<file path="src/rtl/sha256_pkg.sv">
// Shared constants and FSM encoding for the sha256 core arbiter.
package sha256_pkg;

  localparam int unsigned D_WIDTH = 32;
  localparam int unsigned O_COUNT = 8;

  typedef enum logic [1:0] {
    IDLE  = 2'd0,
    FEED  = 2'd1,
    DRAIN = 2'd2
  } state_t;

endpackage

</file>
<file path="src/rtl/sha256_arb_rr_arbiter.sv">
// Combinational round-robin pick: first set request after ptr_i, wrapping.
module rr_arbiter #(
  parameter int unsigned N_REQ = 4,
  parameter int unsigned IW    = (N_REQ > 1) ? $clog2(N_REQ) : 1
) (
  input  logic [N_REQ-1:0] req_i,
  input  logic [IW-1:0]    ptr_i,
  output logic [IW-1:0]    gnt_idx_o,
  output logic             any_o
);

  logic          w_found;
  logic [IW-1:0] w_idx;

  always_comb begin
    gnt_idx_o = '0;
    w_found   = 1'b0;
    w_idx     = '0;
    for (int unsigned i = 1; i <= N_REQ; i++) begin
      w_idx = IW'((32'(ptr_i) + i) % N_REQ);
      if (!w_found && req_i[w_idx]) begin
        w_found   = 1'b1;
        gnt_idx_o = w_idx;
      end
    end
  end

  assign any_o = |req_i;

endmodule

</file>
<file path="src/rtl/sha256_arb.sv">
// Shares one sha256 core among N_REQ requesters; a grant spans a whole
// message plus its O_COUNT digest words so nothing interleaves in the core.
module sha256_arb #(
  parameter int unsigned N_REQ   = 4,
  parameter int unsigned D_WIDTH = sha256_pkg::D_WIDTH,
  parameter int unsigned O_COUNT = sha256_pkg::O_COUNT
) (
  input  logic                            clk_i,
  input  logic                            rst_n_i,
  input  logic [N_REQ-1:0][D_WIDTH-1:0]   req_data_i,
  input  logic [N_REQ-1:0]                req_last_i,
  input  logic [N_REQ-1:0]                req_valid_i,
  output logic [N_REQ-1:0]                req_ready_o,
  output logic [D_WIDTH-1:0]              rsp_data_o,
  output logic [N_REQ-1:0]                rsp_valid_o,
  input  logic [N_REQ-1:0]                rsp_ready_i,
  output logic [D_WIDTH-1:0]              core_in_data_o,
  output logic                            core_in_last_o,
  output logic                            core_in_valid_o,
  input  logic                            core_in_ready_i,
  input  logic [D_WIDTH-1:0]              core_out_data_i,
  input  logic                            core_out_valid_i,
  output logic                            core_out_ready_o,
  output logic [$clog2(N_REQ)-1:0]        gnt_o,
  output logic                            busy_o
);

  import sha256_pkg::*;

  localparam int unsigned GW = $clog2(N_REQ);
  localparam int unsigned CW = $clog2(O_COUNT);

  state_t        r_state;
  logic [GW-1:0] r_gnt;
  logic [GW-1:0] r_ptr;
  logic [CW-1:0] r_cnt;

  logic [GW-1:0] w_arb_idx;
  logic          w_arb_any;
  logic          w_in_fire;
  logic          w_out_fire;
  logic          w_last_out;

  rr_arbiter #(
    .N_REQ (N_REQ),
    .IW    (GW)
  ) u_arb (
    .req_i     (req_valid_i),
    .ptr_i     (r_ptr),
    .gnt_idx_o (w_arb_idx),
    .any_o     (w_arb_any)
  );

  assign w_in_fire  = core_in_valid_o & core_in_ready_i;
  assign w_out_fire = core_out_valid_i & core_out_ready_o;
  assign w_last_out = (r_cnt == CW'(O_COUNT - 1));

  // Pointer starts at N_REQ-1 so requester 0 has top priority after reset.
  always_ff @(posedge clk_i or negedge rst_n_i) begin
    if (!rst_n_i) begin
      r_state <= IDLE;
      r_gnt   <= '0;
      r_ptr   <= GW'(N_REQ - 1);
      r_cnt   <= '0;
    end else begin
      case (r_state)
        IDLE: begin
          if (w_arb_any) begin
            r_gnt   <= w_arb_idx;
            r_state <= FEED;
          end
        end
        FEED: begin
          if (w_in_fire && core_in_last_o) begin
            r_state <= DRAIN;
            r_cnt   <= '0;
          end
        end
        DRAIN: begin
          if (w_out_fire) begin
            if (w_last_out) begin
              r_state <= IDLE;
              r_ptr   <= r_gnt;
              r_cnt   <= '0;
            end else begin
              r_cnt <= r_cnt + CW'(1);
            end
          end
        end
        default: r_state <= IDLE;
      endcase
    end
  end

  always_comb begin
    req_ready_o      = '0;
    core_in_data_o   = '0;
    core_in_last_o   = 1'b0;
    core_in_valid_o  = 1'b0;
    rsp_data_o       = '0;
    rsp_valid_o      = '0;
    core_out_ready_o = 1'b0;
    case (r_state)
      FEED: begin
        core_in_data_o      = req_data_i[r_gnt];
        core_in_last_o      = req_last_i[r_gnt];
        core_in_valid_o     = req_valid_i[r_gnt];
        req_ready_o[r_gnt]  = core_in_ready_i;
      end
      DRAIN: begin
        rsp_data_o          = core_out_data_i;
        rsp_valid_o[r_gnt]  = core_out_valid_i;
        core_out_ready_o    = rsp_ready_i[r_gnt];
      end
      default: ;
    endcase
  end

  assign gnt_o  = r_gnt;
  assign busy_o = (r_state != IDLE);

endmodule

</file>
<file path="config.mk">
export PLATFORM = sky130hd
export DESIGN_NAME = sha256_arb
export DESIGN_NICKNAME = d
export VERILOG_FILES = /design/src/rtl/sha256_pkg.sv /design/src/rtl/sha256_arb_rr_arbiter.sv /design/src/rtl/sha256_arb.sv
export SDC_FILE = /design/constraint.sdc
export NUM_CORES = 1
export LEC_CHECK = 0
export CORE_AREA = 2 2 100 102
export DETAILED_ROUTE_END_ITERATION = 6
export DIE_AREA = 0 0 102 104
export PLACE_DENSITY_LB_ADDON = 0.12
export SLEW_MARGIN = 10
export SYNTH_ARGS = -nofsm -noshare
export SYNTH_HDL_FRONTEND = slang
export SYNTH_SLANG_ARGS = --single-unit
</file>
<file path="constraint.sdc">
create_clock -name clk_i -period 1.7 [get_ports clk_i]
set_input_delay 0.255 -clock clk_i [delete_from_list [all_inputs] [get_ports clk_i]]
set_output_delay 0.255 -clock clk_i [all_outputs]
set_load 0.02 [all_outputs]
</file>
Word level (Yosys, flattened, before mapping)
Cells that the tools add are included.
Operators by class
  equal/unequal tests: 7
  $add $sub $neg: 5
  order comparisons: 6
  div/mod/pow operators: 0
  $mul: 0
  multiplexer cells: 41
  reduce and logical (&&, ||, !) cells: 16
  shift operators: 0
  bitwise gates (word level): 4
Operators with widths (count)
  2-to-1 mux 32 bit: 3
  binary-select mux 32 bit (select 2 bit): 1
  2-to-1 mux 2 bit: 8
  < comparator 2 x 3 -> 1 bit (second input constant): 5
  binary-select mux 1 bit (select 2 bit): 7
  2-to-1 mux 1 bit: 14
  2-to-1 mux 3 bit: 3
  AND 4 bit: 2
  2-to-1 mux 4 bit: 2
  inequality test 2 bit (second input constant): 3
  case mux 2 bit (3 select lines): 1
  case mux 3 bit (2 select lines): 1
  AND reduction 3 bit: 2
  logical AND 1 bit: 5
  adder 2 x 1 -> 2 bit (second input constant): 2
  adder 2 bit (second input constant): 2
  AND reduction 4 bit: 1
  nonzero test 2 bit: 2
  OR reduction 4 bit: 1
  adder 3 x 1 -> 3 bit (second input constant): 1
  equality test 3 bit (second input constant): 1
  zero test 1 bit: 3
  AND 1 bit: 2
  demux 1 bit (select 2 bit): 1
  other kinds (6): 6
Word-level totals
  bits in writable memories: 0
  memories kept: 0
  output and inout port bits: 78
  logic and storage cells: 83
  ROM bits: 0
  latch bits: 0
  bits in registers: 9

Logic depth before layout (Yosys ltp)
Gate-level depths: netlist (run 1).
  depth after elaboration: 13
  depth in mapped cells: 6

Cells and area by module
A second synthesis (run 1) with hierarchy kept.
Unflattened totals
  cells, all modules: 178
  area total of the unflattened synthesis: 1855.5 um^2
By module, submodules not included
  sha256_arb: instances 1, area each 1774.2 um^2, cells an instance 164, seq. area each 227.7 um^2
  rr_arbiter: instances 1, area each 81.3 um^2, cells an instance 14, seq. area each 0.0 um^2

Least setup slack after synthesis (run 1)
No wires, ideal clock.
  path type: reg-to-output
  start point: reg r_gnt[1] (netlist: gnt_o[1])
  end point: out core_in_data_o[28]
  setup slack: -108 ps
  stages on the path, launching flop included: 6
  data arrival time: 1553 ps
  cell sequence: dfrtp_1 -> buf_2 -> buf_2 -> buf_2 -> mux4_2 -> and2_1
On the way
  longest elaborated chain between the ends: 3
Ends and longest elaborated chain
  start, declared: line sha256_arb.sv:34  | logic [GW-1:0] r_gnt;
  start signal, assigned: line sha256_arb.sv:69  | r_gnt <= w_arb_idx;
  binary-select mux 32 bit (select 2 bit): line sha256_arb.sv:105  | core_in_data_o = req_data_i[r_gnt];
  2-to-1 mux 32 bit (implied by the code): line sha256_arb.sv:105
  2-to-1 mux 32 bit: line sha256_arb.sv:103  | case (r_state)
  end, declared: line sha256_arb.sv:17  | output logic [D_WIDTH-1:0] core_in_data_o,
Every way passes these cells. The select of a mux whose other input is x is not followed.

Worst setup path after layout (run 1)
  start point: reg r_gnt[0] (netlist: gnt_o[0])
  end point: out core_in_data_o[17]
The elaborated chain is that of the path after synthesis.

==> reports/results.txt, run 1 <==
Port Buffers - 253
Final Critical Period - 1.97 ns
Worst EP required - 1.44 ns
DRC viols - 0
Final Hold Slack - 0.320 ns
syn nets - 359
Tot Pwr - 6.79 mW
vias in the first global route - 2753
Num Clock Sinks - 9
total die area - 10600 um2
CP Capture Type - primary output
Post-synth EDFFs - 0
Vias/cell - 4.35
Bufs on Longest Clock Path - 2
Total GRT Usage - 17.5%
DP Worst Slack - -0.440 ns
First-pass DRT Iterations - 4
Core Box Area - 9550 um2
Min-Delay Path Class - in2async
top_reg_cell synth - dfrtp_1
Mapped Area - 1830 um2
power per cell area - 1360 nW/um2
Slew Viols, Final - 0
Max Cap Viol - 0
post-synthesis cell count - 181
status - finished with violations
first-pass GRT wire length - 14500 um
ANT nets after route - 0
area added between synthesis and finish - 174%
initial DRC count - 40
Setup CP Type - reg2out
worst-margin pin slew - 0.405 ns
violated checks - setup timing
io pins - 254
vias after detailed routing - 2559
final hold vios - 0
Crit Path Max Fanout - 7
clock-pin transition on the worst setup and hold timing paths - 0.05 ns
Inserted Diodes - 0
H-tree depth - 1
async set-reset flop share out of synthesis - 100%
post-route clock period utilization - 116%
initial antenna violation count - 0
dpl cells - 568
clock latency on the worst-skew pair - 0.23 ns
Detail Placement HPWL - 7660 um
post-synthesis sequential area ratio - 12.5%
Distinct cells, synth - 29
Avg Inst Size Synth - 10.1 um2
TritonCTS Buffers - 3
Peak Freq - 0.508 GHz
ratio of cells with drive above 1 in the final layout - 44.6%
total grt overflow - 0
RSZ-0062 raised after global routing - true
Initial Utilization - 19.1%
final wirelength - 10100 um
Max-slew headroom - 72.9%
CTS tree - built
CP Data Arrival Time - 1.72 ns
post-route insts no fill - 588
final worst slack - -0.270 ns
largest net degree at the start of global routing - 35
Die W - 102 um
yosys warns - 0
Setup Viol. Count Final - 50
GP Congestion - 0.783
Final nets - 634
Avg WL per Cell - 17.1 um
#FFs+latches synth - 9
Cell Rows - 36
VDD IR max - 597 uV
Startpoint Class - register
Leakage - 2.15 nW
die height - 104 um
cts hold-fix bufs - 0
skew final - 0.00172 ns
root buf cell - clkbuf_8
[layout by cell type, fill, tap and decap left out, types with 4 or more instances in the layout]
master	synthesis	routed
clkdlybuf4s50_1	0	175
buf_6	1	47
and2_4	0	39
mux4_2	35	35
buf_4	4	31
and2_1	67	28
buf_2	3	19
nor2_1	8	8
buf_12	0	8
nand2_1	9	7
inv_1	4	4
dfrtp_1	7	4
[worst max-delay path, stage by stage (launching register included)]
cell and delay, ns:
dfrtp_2 0.43, buf_12 0.14, buf_12 0.13, mux4_2 0.50
and2_4 0.15, buf_6 0.12
[what timing repair did]
item | in CTS | in global routing
pin swaps | 39 | 13
gates cloned | 4 | 4
endpoints found under the setup margin | 83 | 81
resized for setup | 395 | 73
buffers inserted | 7 | 6
[path summary, 6_finish.rpt]
kind / slack (ns) / endpoint / start / cells past startpoint
max: -0.27 / core_in_data_o[17] / gnt_o[0]$_DFFE_PN0P_ / 5
min: 0.32 / r_cnt[0]$_DFFE_PN0P_ / rst_n_i / 1
max reg2reg: -0.12 / r_ptr[0]$_DFFE_PN1P_ / gnt_o[0]$_DFFE_PN0P_ / 6
min reg2reg: 0.50 / r_cnt[0]$_DFFE_PN0P_ / r_cnt[0]$_DFFE_PN0P_ / 1
max in group asynchronous: 1.06 / r_ptr[1]$_DFFE_PN1P_ / rst_n_i / 1
min in group clk_i: 0.50 / r_cnt[0]$_DFFE_PN0P_ / r_cnt[0]$_DFFE_PN0P_ / 1
[synthesized netlist by cell type (all sizes together) (2+ instances only)]
master / count / area share (%)
and2: 67 / 23
mux4: 35 / 43
clkbuf: 10 / 2.1
nand2: 9 / 1.8
buf: 8 / 3.1
nor2: 8 / 1.6
dfrtp: 7 / 9.6
inv: 4 / 0.82
nand3: 4 / 1.1
nand2b: 3 / 1.0
o21ai: 3 / 0.82
a21oi: 2 / 0.55
dfstp: 2 / 2.9
ha: 2 / 1.4
mux2: 2 / 1.2
nand4: 2 / 1.0
nor2b: 2 / 0.68
nor3: 2 / 0.55
o31ai: 2 / 0.82
[power by group]
group,switching (mW),internal (mW)
clock,0.0852,0.163
combinational,2.54,3.65
sequential,0.0805,0.277
total,2.71,4.09
[stage by stage]
step	TNS, ns	area, um2	util [%]
CTS	-10.32	5100	53.4
detailed placement	-18.38	4630	48.5
global route	-12.52	5010	52.5
global placement	-17.51	4630	48.5
floorplan	-0.898	1840	-
finish	-8.82	5010	52.5
[final cells by class]
class                   count  area [um2]
multi-input cells         150        1660
well taps                 133         166
flip-flops and latches      9         231
clock buffers               4        45.0
inverters                   4        15.0
repair buffers            288        2890
fillers                   895        4540
[routing by layer]
layer | global-route usage (%) | wire length [um]
met5 | 0 | 0
met3 | 4.44 | 900
met2 | 33.4 | 5340
met4 | 2.95 | 179
met1 | 19.3 | 3640
[sequential cells by signal (all words and copies together) (netlist names)]
signal and cells:
r_state 2, r_cnt 3, gnt_o 2, r_ptr 2
[cells by family after synthesis]
logic type / count (synthesis) / share of synthesized area [%]
muxes: 38 / 44.9
adders and majority gates: 2 / 1.37
and+or+nand+nor: 98 / 31.1
buffers and inverters: 22 / 5.95
DFF: 9 / 12.5
AOI/OAI and AO/OA: 12 / 4.18
(Power assumes the default switching activity.)
==> run 2: changes to the inputs <==
- CORE_AREA: 2 2 100 102 -> 2 2 99 101
- DIE_AREA: 0 0 102 104 -> 0 0 101 103
- clock period: 1.7 -> 2.3 ns (I/O delays scaled with it)
==> reports/results.txt, run 2 (synthesis gave the netlist of run 1 again) <==
status - finished clean
DP Worst Slack - -0.0202 ns
vias in the first global route - 2588
final hold vios - 0
clock latency on the worst-skew pair - 0.23 ns
CTS tree - built
Inserted Diodes - 0
setup_tns - 0 ns
post-route design area - 4700 um2
Max-slew headroom - 71.8%
Worst EP required - 1.96 ns
Slew Viols, Final - 0
Setup Viol. Count Final - 0
Biggest register - r_cnt
VDD IR max - 347 uV
initial DRC count - 31
Tot Pwr - 4.03 mW
Core Box Area - 9460 um2
GP Congestion - 0.778
DRC viols - 0
Die W - 101 um
worst-margin pin slew - 0.422 ns
Num Clock Sinks - 9
First-pass DRT Iterations - 4
largest net degree at the start of global routing - 34
area added between synthesis and finish - 157%
final worst slack - 0.0717 ns
total die area - 10400 um2
Detail Placement HPWL - 7960 um
Final Critical Period - 2.23 ns
commonest non-fill, non-tap cells in the layout - clkdlybuf4s50_1 (217), and2_1 (67), mux4_2 (35)
Startpoint Class - register
skew final - 0.00287 ns
ratio of cells with drive above 1 in the final layout - 14.8%
root buf cell - clkbuf_8
max reg flops - 3
Final Hold Slack - 0.418 ns
Leakage - 1.89 nW
Setup CP Type - reg2out
Max Cap Viol - 0
Port Buffers - 253
dpl cells - 544
total grt overflow - 0
H-tree depth - 1
Cell Rows - 36
CP Capture Type - primary output
Final Core Density - 49.7%
vias after detailed routing - 2506
Total GRT Usage - 16.7%
Vias/cell - 4.53
die height - 103 um
setup slack, reg-to-reg - 0.44 ns
initial antenna violation count - 0
Bufs on Longest Clock Path - 2
post-route insts no fill - 553
Initial Utilization - 19.3%
TritonCTS Buffers - 3
Peak Freq - 0.449 GHz
CP Data Arrival Time - 1.88 ns
Crit Path Max Fanout - 12
Avg WL per Cell - 17.2 um
io pins - 254
Placed Area - 4610 um2
final wirelength - 9500 um
cts hold-fix bufs - 0
first-pass GRT wire length - 13600 um
Final nets - 618
Min-Delay Path Class - in2async
post-route clock period utilization - 96.9%
commonest non-fill, non-tap cell in the layout - clkdlybuf4s50_1
ANT nets after route - 0
power per cell area - 858 nW/um2
clock-pin transition on the worst setup and hold timing paths - 0.05 ns
run 2: worst paths after layout:
path | cells past startpoint | startpoint | endpoint
hold / removal | 1 | rst_n_i | r_state[1]$_DFFE_PN0P_
setup reg to reg | 6 | gnt_o[0]$_DFFE_PN0P_ | r_ptr[0]$_DFFE_PN1P_
max in group asynchronous | 1 | rst_n_i | r_ptr[0]$_DFFE_PN1P_
setup / recovery | 5 | gnt_o[0]$_DFFE_PN0P_ | core_in_data_o[22]
min in group clk_i | 1 | r_cnt[0]$_DFFE_PN0P_ | r_cnt[0]$_DFFE_PN0P_
hold reg to reg | 1 | r_cnt[0]$_DFFE_PN0P_ | r_cnt[0]$_DFFE_PN0P_
run 2: cell type report:
class | count | area (um2)
clock buffer | 4 | 45.0
fill | 929 | 4760
inverter | 4 | 15.0
multi-input combinational | 150 | 1500
sequential | 9 | 230
tap | 114 | 143
timing repair buffer | 272 | 2770
run 2: where the power goes:
part	leakage (nW)	internal, mW	switching (mW)
sequential	0.107	0.203	0.0553
clock	0.0228	0.121	0.0632
combinational	1.76	1.96	1.63
total	1.89	2.29	1.75
run 2: metal layers:
metal	GRT usage, %	routed length (um)	vias up
met4	1.98	86	0
li1	-	-	1175
met2	33.1	5170	142
met5	0	0	-
met1	18.2	3350	1183
met3	4.47	898	6
run 2: timing repair:
item	in CTS	in global routing
cloned	1	0
resized for setup	35	9
setup buffers	4	0
endpoints found under the setup margin	35	25
run 2: worst max-delay path, stage by stage, from the launching register on:
cell,delay (ns)
dfrtp_2,0.38
buf_12,0.12
buf_12,0.15
mux4_2,0.50
and2_1,0.16
dlygate4sd2_1,0.33
==> RTL change: new RTL, flow settings as in run 1 <==
Reset style: synchronous (`rst_n_i`), changed in one clocked block.
--- a/src/rtl/sha256_arb.sv
+++ b/src/rtl/sha256_arb.sv
@@ -56,7 +56,7 @@
   assign w_last_out = (r_cnt == CW'(O_COUNT - 1));
 
   // Pointer starts at N_REQ-1 so requester 0 has top priority after reset.
-  always_ff @(posedge clk_i or negedge rst_n_i) begin
+  always_ff @(posedge clk_i) begin
     if (!rst_n_i) begin
       r_state <= IDLE;
       r_gnt   <= '0;
Check against the original RTL: differs if rst_n_i is asserted again (counterexample within 4 cycles, from zero or initial values and one cycle with rst_n_i low); with rst_n_i held inactive, the same outputs for 4 cycles.
==> RTL change against run 1 <==
The run still ends with setup timing left; sequential cell count is the same; cell count grew 1.7%; worst setup slack gained 30 ps; cell area shrank 3.3%; area after synthesis grew 0.21%; die area is the same; utilization shrank 1.7 points; wire length grew 1.4%; register-to-register slack lost 120 ps; global-route usage grew 1.3 points.
Power is left out: it rests on default switching activity, and per cell area and clock period it moved more than threefold.
==> RTL change: results (changes against run 1) <==
Hold Path Depth -> 2
Top post-synthesis cells by count -> and2_1, mux4_2, clkbuf_1, nand2_1, dfxtp_1
Clock Tree Root -> clkbuf_8
CTS resizes -> 325 (-18%)
Adder-Cell Fraction of Synth Area -> 1.37% (-0.0028 points)
Layout Nets -> 644 (+1.6%)
Mux contribution to synthesized area -> 44.7% (-0.23 points)
Gr ovfl total -> 0 (unchanged)
Vias in the first global route -> 2748 (-0.18%)
Vias -> 2601 (+1.6%)
Post-synth ARST share -> 0% (-100 points)
R2R Setup Slk -> -240 ps (-120 ps)
Largest stage delay, worst path -> 540 ps (+40 ps)
Top post-synthesis cells by area -> mux4_2, and2_1, dfxtp_1
Post-CTS setup buffers -> 6 (-1)
Setup TNS -> -7190 ps (+1640 ps)
Final WS setup -> -240 ps (+29.9 ps)
RePlAce Congestion -> 0.779 (-0.49%)
First-pass GRT wire length -> 15.4 mm (+6.4%)
Hold WC Path Type -> reg -> reg
Syn_nets -> 366 (+1.9%)
Synth Area in XOR/XNOR -> 0% (unchanged)
Unique masters post-synth -> 31 (+6.9%)
Setup-failing EPs final -> 39 (-22%)
Length in cells of the worst reg-to-reg path -> 7 (+1)
Status -> complete, but fails checks
Bufs on Longest Clock Path -> 2 (unchanged)
Main flop type after synthesis -> dfxtp_1
Largest net degree at the start of global routing -> 21 (-40%)
Skew final -> 6.49 ps (+4.77 ps)
Proportion of layout cells with a drive suffix above 1 -> 40.4% (-4.2 points)
R2R Path End -> r_cnt[0]
CP max FO -> 4 (-3)
Fillers -> 940 (+5.0%)
Worst flop-to-flop path startpoint -> gnt_o[0]
Crit path DAT -> 1690 ps (-30 ps)
Wire per inst -> 17.1 um (-0.25%)
Total GRT Usage -> 18.8% (+1.3 points)
YS warnings -> 0 (unchanged)
Post-DP HPWL -> 8.51 mm (+11%)
Register area share after synthesis -> 9.84% (-2.6 points)
Failing checks -> setup timing
Slew HR -> 77.3% (+4.4 points)
Synth Area in Compound Gates -> 7.45% (+3.3 points)
[RTL change: metal layers]
layer / GRT usage [%] / part of all wire [%]
met5: 0 / 0
met4: 3.52 / 1.5
met3: 3.97 / 8.0
met2: 35.8 / 54
met1: 21.2 / 37
[RTL change: cell families (layout without fill, tap and decap cells)]
kind of cell / Yosys count / after routing
simple gates: 100 / 100
buf+inv: 20 / 297
flops: 9 / 9
fa+ha+maj: 2 / 2
compound gates: 19 / 19
mux: 38 / 38
[RTL change: per-stage QoR]
step                cell area (sq um)  instances  utilization (%)  hold slack (ps)  setup slack (ps)
floorplan                        1900        188                -              416             -6.78
global placement                 4750        584             49.7              469              -497
detailed placement               4750        584             49.7              471              -514
CTS                              4920        596             51.5              478              -243
global route                     4850        598             50.7              526              -305
finish                           4850        598             50.7              481              -240
[RTL change: how the worst max path moves through the flow]
stage	startpoint	end	cells past startpoint	slack, ps
floorplan	gnt_o[0]	core_in_data_o[18]	5	-7
detailed placement	req_last_i[1]	core_in_last_o	4	-510
global placement	req_last_i[1]	core_in_last_o	4	-500
global route	gnt_o[0]	r_cnt[1]	7	-310
finish	gnt_o[0]	core_in_last_o	5	-240
CTS	gnt_o[0]	core_in_last_o	5	-240
[RTL change: layout make-up]
type | count | area share [%]
clock buffer | 4 | 0.930
inverter | 2 | 0.155
multi-input combinational | 159 | 34.7
sequential | 9 | 3.92
tap | 133 | 3.43
timing repair buffer | 291 | 56.8
[RTL change: worst reg2reg max path, cell delays in order, from the launching register on]
cell	delay (ps)
dfxtp_4	360
buf_12	120
buf_12	120
mux4_2	550
buf_6	150
a311oi_4	310
o21ai_0	120
a21boi_1	140
